<file path="src/rtl/channel_demux_pkg.sv">
// Shared constants, mode encoding and width helpers for the channel demux bank.
package channel_demux_pkg;

  localparam int unsigned DEF_DATA_W   = 11;
  localparam int unsigned DEF_NUM_CH   = 64;
  localparam int unsigned DEF_TICK_DIV = 11;

  typedef enum logic {
    MODE_ADDR = 1'b0,
    MODE_SEQ  = 1'b1
  } mode_e;

  // Width of the divider count; a divide-by-one still needs a one-bit register.
  function automatic int unsigned cnt_width(int unsigned div);
    return (div > 1) ? $clog2(div) : 1;
  endfunction

  // Width of a channel index for a bank of n channels.
  function automatic int unsigned ch_width(int unsigned n);
    return (n > 1) ? $clog2(n) : 1;
  endfunction

endpackage

</file>
<file path="src/rtl/channel_demux_bank_if.sv">
// Sample input handshake between the sample source and the demux bank.
interface channel_demux_bank_if
  import channel_demux_pkg::*;
#(
  parameter int unsigned DATA_W = DEF_DATA_W,
  parameter int unsigned NUM_CH = DEF_NUM_CH
);
  localparam int unsigned CH_W = ch_width(NUM_CH);

  logic [DATA_W-1:0] in_data;
  logic [CH_W-1:0]   in_chan;
  logic              in_valid;
  logic              in_ready;

  modport master (
    output in_data,
    output in_chan,
    output in_valid,
    input  in_ready
  );

  modport slave (
    input  in_data,
    input  in_chan,
    input  in_valid,
    output in_ready
  );

endinterface

</file>
<file path="src/rtl/tick_divider.sv">
// Free-running divider: tick_o is high for one cycle out of every TICK_DIV.
module tick_divider
  import channel_demux_pkg::*;
#(
  parameter int unsigned TICK_DIV = DEF_TICK_DIV
) (
  input  logic clk_i,
  input  logic rst_ni,
  output logic tick_o
);
  localparam int unsigned    CntW   = cnt_width(TICK_DIV);
  localparam logic [CntW-1:0] CntMax = CntW'(TICK_DIV - 1);

  logic [CntW-1:0] cnt_q, cnt_d;

  // Wrap unconditionally so the cadence never depends on traffic.
  always_comb begin
    cnt_d = (cnt_q == CntMax) ? '0 : cnt_q + 1'b1;
  end

  // Count register with synchronous active-low reset.
  always_ff @(posedge clk_i) begin
    if (!rst_ni) begin
      cnt_q <= '0;
    end else begin
      cnt_q <= cnt_d;
    end
  end

  // With TICK_DIV == 1 the count is stuck at 0 and the tick is always high.
  assign tick_o = (cnt_q == CntMax);

endmodule

</file>
<file path="src/rtl/channel_demux_bank.sv">
// Captures one sample per divider tick into one of NUM_CH channel registers,
// addressed either by in_chan or by an internal sequential write pointer.
module channel_demux_bank
  import channel_demux_pkg::*;
#(
  parameter int unsigned DATA_W   = DEF_DATA_W,
  parameter int unsigned NUM_CH   = DEF_NUM_CH,
  parameter int unsigned TICK_DIV = DEF_TICK_DIV
) (
  input  logic                     clk_i,
  input  logic                     rst_ni,
  channel_demux_bank_if.slave      in_if,
  input  logic                     seq_mode_i,
  input  logic                     seq_restart_i,
  input  logic                     clr_updated_i,
  output logic [NUM_CH*DATA_W-1:0] ch_data_o,
  output logic [NUM_CH-1:0]        ch_updated_o,
  output logic                     frame_done_o,
  output logic                     err_oor_o
);
  localparam int unsigned     CH_W     = ch_width(NUM_CH);
  localparam logic [CH_W-1:0] LastCh   = CH_W'(NUM_CH - 1);
  localparam logic [CH_W:0]   NumChExt = (CH_W + 1)'(NUM_CH);

  logic            tick;
  mode_e           mode;
  logic            accept;
  logic            oor;
  logic            wr_en;
  logic            at_last;
  logic [CH_W-1:0] wr_sel;
  logic [CH_W-1:0] ptr_q, ptr_d;
  logic            frame_done_q, frame_done_d;
  logic            err_oor_q, err_oor_d;

  tick_divider #(
    .TICK_DIV (TICK_DIV)
  ) u_tick_divider (
    .clk_i  (clk_i),
    .rst_ni (rst_ni),
    .tick_o (tick)
  );

  assign in_if.in_ready = tick;

  // Decode the accept, its target channel and the pointer/pulse next state.
  always_comb begin
    mode    = mode_e'(seq_mode_i);
    accept  = in_if.in_valid & tick;
    at_last = (ptr_q == LastCh);
    wr_sel  = (mode == MODE_SEQ) ? ptr_q : in_if.in_chan;
    // Only reachable when NUM_CH is not a power of two.
    oor     = (mode == MODE_ADDR) && ({1'b0, in_if.in_chan} >= NumChExt);
    wr_en   = accept & ~oor;

    frame_done_d = accept & (mode == MODE_SEQ) & at_last;
    err_oor_d    = accept & oor;

    ptr_d = ptr_q;
    if (accept && (mode == MODE_SEQ)) begin
      ptr_d = at_last ? '0 : ptr_q + 1'b1;
    end
    // Restart wins over the increment; the write itself still used the old pointer.
    if (seq_restart_i) begin
      ptr_d = '0;
    end
  end

  // Write pointer and the one-cycle status pulses.
  always_ff @(posedge clk_i) begin
    if (!rst_ni) begin
      ptr_q        <= '0;
      frame_done_q <= 1'b0;
      err_oor_q    <= 1'b0;
    end else begin
      ptr_q        <= ptr_d;
      frame_done_q <= frame_done_d;
      err_oor_q    <= err_oor_d;
    end
  end

  assign frame_done_o = frame_done_q;
  assign err_oor_o    = err_oor_q;

  for (genvar k = 0; k < NUM_CH; k++) begin : g_ch
    logic              hit;
    logic [DATA_W-1:0] data_q, data_d;
    logic              upd_q, upd_d;

    // A write to this channel sets its flag even when the clear is coincident.
    always_comb begin
      hit    = wr_en && (wr_sel == CH_W'(k));
      data_d = hit ? in_if.in_data : data_q;
      upd_d  = hit ? 1'b1 : (clr_updated_i ? 1'b0 : upd_q);
    end

    // Channel sample register and its sticky update flag.
    always_ff @(posedge clk_i) begin
      if (!rst_ni) begin
        data_q <= '0;
        upd_q  <= 1'b0;
      end else begin
        data_q <= data_d;
        upd_q  <= upd_d;
      end
    end

    assign ch_data_o[k*DATA_W +: DATA_W] = data_q;
    assign ch_updated_o[k]               = upd_q;
  end

endmodule

</file>
<file path="src/flat_wrapper.sv">
// flat-port wrapper written by rule: the top's interface ports become plain ports
module channel_demux_bank_flat import channel_demux_pkg::*;
#(
  parameter int unsigned DATA_W   = DEF_DATA_W,
  parameter int unsigned NUM_CH   = DEF_NUM_CH,
  parameter int unsigned TICK_DIV = DEF_TICK_DIV
)
  (clk_i, rst_ni, seq_mode_i, seq_restart_i, clr_updated_i, ch_data_o, ch_updated_o, frame_done_o, err_oor_o, in_if_in_data, in_if_in_chan, in_if_in_valid, in_if_in_ready);
  channel_demux_bank_if #(.DATA_W(DATA_W), .NUM_CH(NUM_CH)) in_if_i ();
  input  logic clk_i;
  input  logic rst_ni;
  input  logic seq_mode_i;
  input  logic seq_restart_i;
  input  logic clr_updated_i;
  output logic [NUM_CH*DATA_W-1:0] ch_data_o;
  output logic [NUM_CH-1:0] ch_updated_o;
  output logic frame_done_o;
  output logic err_oor_o;
  input wire logic [$bits(in_if_i.in_data)-1:0] in_if_in_data;
  input wire logic [$bits(in_if_i.in_chan)-1:0] in_if_in_chan;
  input wire logic [$bits(in_if_i.in_valid)-1:0] in_if_in_valid;
  output wire logic [$bits(in_if_i.in_ready)-1:0] in_if_in_ready;
  assign in_if_i.in_data = in_if_in_data;
  assign in_if_i.in_chan = in_if_in_chan;
  assign in_if_i.in_valid = in_if_in_valid;
  assign in_if_in_ready = in_if_i.in_ready;
  channel_demux_bank #(.DATA_W(DATA_W), .NUM_CH(NUM_CH), .TICK_DIV(TICK_DIV)) u_core (.clk_i(clk_i), .rst_ni(rst_ni), .in_if(in_if_i), .seq_mode_i(seq_mode_i), .seq_restart_i(seq_restart_i), .clr_updated_i(clr_updated_i), .ch_data_o(ch_data_o), .ch_updated_o(ch_updated_o), .frame_done_o(frame_done_o), .err_oor_o(err_oor_o));
endmodule
</file>
<file path="config.mk">
export PLATFORM = sky130hd
export DESIGN_NAME = channel_demux_bank_flat
export DESIGN_NICKNAME = d
export VERILOG_FILES = /design/src/rtl/channel_demux_pkg.sv /design/src/rtl/channel_demux_bank_if.sv /design/src/rtl/tick_divider.sv /design/src/rtl/channel_demux_bank.sv /design/src/flat_wrapper.sv
export SDC_FILE = /design/constraint.sdc
export NUM_CORES = 2
export LEC_CHECK = 0
export ABC_AREA = 1
export BUFFER_PORTS_ARGS = -buffer_cell sky130_fd_sc_hd__clkbuf_2
export CORE_AREA = 3 3 304 306
export DETAILED_ROUTE_END_ITERATION = 6
export DIE_AREA = 0 0 307 309
export PLACE_DENSITY_LB_ADDON = 0.2
export SYNTH_ARGS = -nofsm -noshare
export SYNTH_HDL_FRONTEND = slang
export SYNTH_SLANG_ARGS = --single-unit
</file>
<file path="constraint.sdc">
create_clock -name clk_i -period 4.75 [get_ports clk_i]
set_input_delay 0.475 -clock clk_i [delete_from_list [all_inputs] [get_ports clk_i]]
set_output_delay 0.475 -clock clk_i [all_outputs]
set_load 0.05 [all_outputs]
</file>
# Yosys cells after proc, flatten, opt, wreduce, memory -nomap -nowiden
# Index checks and enable logic that the tools add are counted.
[totals] reg_bits=779 ramBits=0 word_cells=401 memories=0 out_inout_bits=771 rom_bits=0 latchBits=0 inputBits=23
[op_classes] addsub=2 eq_ne=65 mul=0 n_reduce_logical=132 muxes=67 magnitude_cmp=0 n_bitwise=4 n_shift=0 div_mod_pow=0
[op_table] cell="6-bit == test, second input constant" count=33
[op_table] cell="2-bit nonzero test" count=64
[op_table] cell="6-bit by 5-bit == test with 1-bit output, second input constant" count=16
[op_table] cell="1-bit logical AND" count=65
[op_table] cell="1-bit 2-to-1 mux" count=65
[op_table] cell="6-bit by 4-bit == test with 1-bit output, second input constant" count=8
[op_table] cell="6-bit by 3-bit == test with 1-bit output, second input constant" count=4
[op_table] cell="6-bit by 2-bit == test with 1-bit output, second input constant" count=2
[op_table] cell="6-bit 2-to-1 mux" count=2
[op_table] cell="6-bit by 1-bit adder with 6-bit output, second input constant" count=1
[op_table] cell="6-bit by 1-bit == test with 1-bit output, second input constant" count=1
[op_table] cell="6-bit zero test" count=1
[op_table] cell="4-bit by 1-bit adder with 4-bit output, second input constant" count=1
[op_table] cell="4-bit == test, second input constant" count=1
[op_table] cell="2-bit OR reduction" count=2
[op_table] cell="1-bit AND" count=3
[op_table] cell="1-bit inverter" count=1

# Logic depth before layout (Yosys ltp)
[logic_depth] word_depth=4 ltp_mapped=11

# Modules after synthesis
# Synthesis repeated with hierarchy kept, for this count alone.
[hier_totals] cells_unflattened=4475 area_unflattened_um2=31654.1
[by_module_without_submodules] mod="channel_demux_bank" instances=1 seq_area_each_um2=15514.9 cells_per_inst=4454 area_each_um2=31476.4
[by_module_without_submodules] mod="tick_divider" instances=1 seq_area_each_um2=80.1 cells_per_inst=21 area_each_um2=177.7

# Worst setup path after synthesis
# No wires, ideal clock.
[synth_path] path_type="register -> register" from="register u_core.u_tick_divider.cnt_q[0]" to="register u_core.g_ch[27].data_q[8]" path_stages_with_launch=12 t_arrival_ns=1.999 n_path_buf=2 path_slack_ns=2.635 path_cell_list="dfxtp_1 -> inv_1 -> ha_1 -> nand2_1 -> nor2_2 -> nand2_4 -> nor2_4 -> buf_2 -> buf_2 -> nand3_1 -> nand2_1 -> nor2_1"
[synth_via] elab_chain_len=3
[synth_lines] element="start, declared" line_no="tick_divider.sv:14" text="logic [CntW-1:0] cnt_q, cnt_d;"
[synth_lines] element="start signal, assigned" line_no="tick_divider.sv:26" text="cnt_q <= cnt_d;"
[synth_lines] element="4-bit == test" line_no="tick_divider.sv:31" text="assign tick_o = (cnt_q == CntMax);"
[synth_lines] element="net in_if_in_ready" line_no="flat_wrapper.sv:22" text="output wire logic [$bits(in_if_i.in_ready)-1:0] in_if_in_ready;"
[synth_lines] element="1-bit AND" line_no="channel_demux_bank.sv:49" text="accept = in_if.in_valid & tick;"
[synth_lines] element="1-bit logical AND" line_no="channel_demux_bank.sv:92" text="hit = wr_en && (wr_sel == CH_W'(k));"
[synth_lines] element="end signal, assigned" line_no="channel_demux_bank.sv:103" text="data_q <= data_d;"
[synth_lines] element="end, declared" line_no="channel_demux_bank.sv:87" text="logic [DATA_W-1:0] data_q, data_d;"
# The timed path passes the listed nets, and every way through them passes these cells.
# A chain may end at the register's enable or synchronous reset.

# Worst setup path in the final report
[layout_path] from="register u_core.u_tick_divider.cnt_q[0]" to="register u_core.g_ch[12].data_q[8]"
[layout_via] elab_chain_len=3
[layout_lines] element="4-bit == test" line_no="tick_divider.sv:31"
[layout_lines] element="1-bit AND" line_no="channel_demux_bank.sv:49"
[layout_lines] element="1-bit logical AND" line_no="channel_demux_bank.sv:92"
[layout_lines] element="end signal, assigned" line_no="channel_demux_bank.sv:103"
[layout_lines] element="end, declared" line_no="channel_demux_bank.sv:87"
# No other way between the ends.

==> flow_summary_export.csv <==
group,metric,value,unit
worst_setup_path,crit_family,"simple AND/OR/NAND/NOR gates",
sta,relSlewSlack,18.6,%
die,initial_core_util,36.1,%
final_layout,nets,4911,
synth,synth-seq-cells,779,
detailed_routing,wl_per_cell,20.1,µm
sta,timing.fmax,378,MHz
worst_setup_path,r2r.worst_path.cells,10,
synth,syn_area,0.0324,mm²
synth,synthCells,4481,
hold_path,hold_depth,4,
hold_path,min_path_type,"input port to register",
cts,postCtsHoldBufs,0,
worst_setup_path,path_cells,"inv_1, ha_1, nand2_1, nor2_2, nand2_4, nor2_4, buf_4, nand3_1, nand2_1, nor2_1",
hold_path,hold_end,"u_core.ptr_q[4]",
final_layout,drive_gt1_share,20.9,%
placed_design,dpl.hpwl,73.9,mm
placed_design,io_buffers,792,
cts,cts_tree,"built",
worst_setup_path,critPathBufInv,2,
cts,cts_root_buf,"clkbuf_16",
cts,clock_sinks,779,
sta,hold-worst-slack,0.145,ns
worst_setup_path,cp-end-kind,"register",
die,dieWidth,307,µm
sta,drv_slew,0,
worst_setup_path,criticalPathCategory,"register to register",
worst_setup_path,crit_top_cell,"nand2_1",
global_routing,grt_first_pass_wirelength,180,mm
final_layout,seq_area,0.0156,mm²
flow_run,cap_violations,0,
cts,cts_resized,0,
cts,htreeDepth,3,
synth,avgSynthCellArea,7.23,µm²
detailed_routing,drtIter0Drc,2886,
detailed_routing,wl,123,mm
synth,yosys-top-cells-area,"dfxtp_1, a21oi_1, nand3_1",
synth,yosysTopAreaCell,"dfxtp_1",
die,die_y,309,µm
cts,cts-buffers-inserted,88,
worst_setup_path,rr_startpoint,"u_core.u_tick_divider.cnt_q[0]",
die,core_region_area,0.0899,mm²
power,total_power,14.1,mW
synth,netlist-cell-type-count,24,
detailed_routing,via_per_inst,5.05,
synth,synth_xor_area_share,0.0541,%
worst_setup_path,slowest_delay,0.80,ns
worst_setup_path,crit_slowest_cell,"nor2_4",
die,pin_count,794,
global_routing,grt_util_all_layers,24.7,%
final_layout,final_cell_mix,"nand2_1, clkbuf_2, dfxtp_1, a21oi_1, nor2_1",
synth,synthMuxAreaShare,0,%
synth,syn_nets,4507,
final_layout,multi_input_area,0.0138,mm²
worst_setup_path,crit_path_max_fanout,35,
synth,synthAdderAreaFrac,0.116,%
sta,timing.final.crit_share,55.7,%
cts,insertion_delay,0.66,ns
global_routing,gr-total-overflow,0,
worst_setup_path,r2r_slack,2.10,ns
detailed_routing,vias,31000,
cts,cts.clk_slew.worst_paths,0.06,ns
die,dieArea,0.0949,mm²
worst_setup_path,arrival,3.19,ns
sta,hold_viol,0,
detailed_routing,dr.pass1.iters,6,
synth,synthSimpleGateAreaFrac,30.1,%
placed_design,pre_cts_slack,1.91,ns
sta,grt_setup_unrepaired,"false",
sta,layout_setup_ws,2.10,ns
synth,ys.warnings.count,0,
worst_setup_path,r2r_end,"u_core.g_ch[12].data_q[8]",
detailed_routing,drc,0,
final_layout,syn2layout_area_growth,19.2,%
final_layout,layout_commonest_cell,"nand2_1",
final_layout,nFillCells,9322,
worst_setup_path,crit_path_start_kind,"register",
global_routing,grt_pass1_vias,27500,
hold_path,hold_start,"seq_restart_i",
cts,clockBufferDepth,3,
synth,synth_compound_area_share,12.0,%
sta,period_needed,2.65,ns
cts,cts_setup_buffers,0,
synth,yosysSeqAreaShare,48.1,%
power,p_leak,16.5,nW
sta,worst_pin_slew,1.22,ns
status,outcome,"completed",
placed_design,placed_area,0.0357,mm²
global_routing,antenna_found_initial,4,
sta,tns,0,ns
die,num_rows,110,
synth,yosysTopAreaCellShare,48.1,%
sta,setup_viol,0,
global_routing,grt_max_degree,201,
power,vdd_drop_max,0.000247,V
worst_setup_path,cp.required,5.29,ns
detailed_routing,detail-route-antenna-nets,0,
final_layout,stdcell_area,0.0386,mm²
sta,finClkSkew,0.0219,ns
synth,synth_top_family_by_area,"simple AND/OR/NAND/NOR gates",
power,power.density,364,mW/mm²
placed_design,place.gp.congestion,0.809,
[power by group]
| part | switching (mW) | leakage [nW] | internal [mW] | total (mW) |
|---|---|---|---|---|
| combinational | 0.495 | 8.77 | 0.122 | 0.617 |
| sequential | 0.00216 | 6.27 | 6.54 | 6.54 |
| clock | 2.79 | 1.45 | 4.13 | 6.91 |
[logic make-up after synthesis]
family	Yosys count
other cells	1
compound gates	777
fa+ha+maj	3
xor+xnor	2
buf+inv	576
flops	779
simple gates	2343
[flip-flops by register name, indices dropped and copies added (netlist names)]
signal	cells
u_core.ptr_q	6
u_core.frame_done_o	1
u_core.g_ch.data_q	704
u_core.g_ch.upd_q	64
u_core.u_tick_divider.cnt_q	4
[how the worst max path moves through the flow]
stage	start	to	slack, ns	cells after the start
global route	u_core.u_tick_divider.cnt_q[0]	u_core.g_ch[14].data_q[7]	1.84	10
global placement	seq_mode_i	u_core.g_ch[13].data_q[7]	1.89	10
CTS	u_core.u_tick_divider.cnt_q[0]	u_core.g_ch[15].data_q[8]	2.05	10
floorplan	u_core.u_tick_divider.cnt_q[0]	u_core.g_ch[27].data_q[8]	2.63	11
detailed placement	seq_mode_i	u_core.g_ch[8].data_q[9]	1.91	10
finish	u_core.u_tick_divider.cnt_q[0]	u_core.g_ch[12].data_q[8]	2.10	10
[cell usage after synthesis, drive strengths merged]
master / count
inv: 32
xnor2: 1
nand2: 894
or2: 1
ha: 3
clkbuf: 52
nand4: 1
nand3: 708
a21oi: 775
nor3: 1
nor2: 738
dfxtp: 779
xor2: 1
buf: 492
o21ai: 2
conb: 1
[per-layer routing]
layer	global-route usage, %	routed length (µm)
met5	0	0
met3	6.10	9810
met1	30.7	50200
met2	39.9	57400
met4	12.3	5840
[per-stage QoR]
| stage | cells | util, % |
|---|---|---|
| 3_5_place_dp | 5971 | 39.7 |
| 5_1_grt | 6133 | 43.0 |
| 2_1_floorplan | 4481 | - |
| 6_report | 6133 | 43.0 |
| 3_3_place_gp | 5971 | 39.7 |
| 4_1_cts | 6130 | 43.0 |
[worst reg2reg max path: stages, from the launching register on]
cell     delay [ns]
dfxtp_1        0.33
inv_1          0.06
ha_1           0.16
nand2_1        0.07
nor2_2         0.18
nand2_4        0.14
nor2_4         0.80
buf_4          0.53
nand3_1        0.12
nand2_1        0.10
nor2_1         0.06
[final cells by class]
| type | instances | share of cell area (%) |
|---|---|---|
| diodes | 3 | 0.0194 |
| well taps | 1176 | 3.81 |
| inverters | 32 | 0.343 |
| flip-flops and latches | 779 | 40.4 |
| repair buffers | 858 | 12.1 |
| multi-input cells | 3126 | 35.8 |
| clock buffers | 141 | 7.05 |
| clock inverters | 18 | 0.528 |
Power figures use the tool's default switching activity.
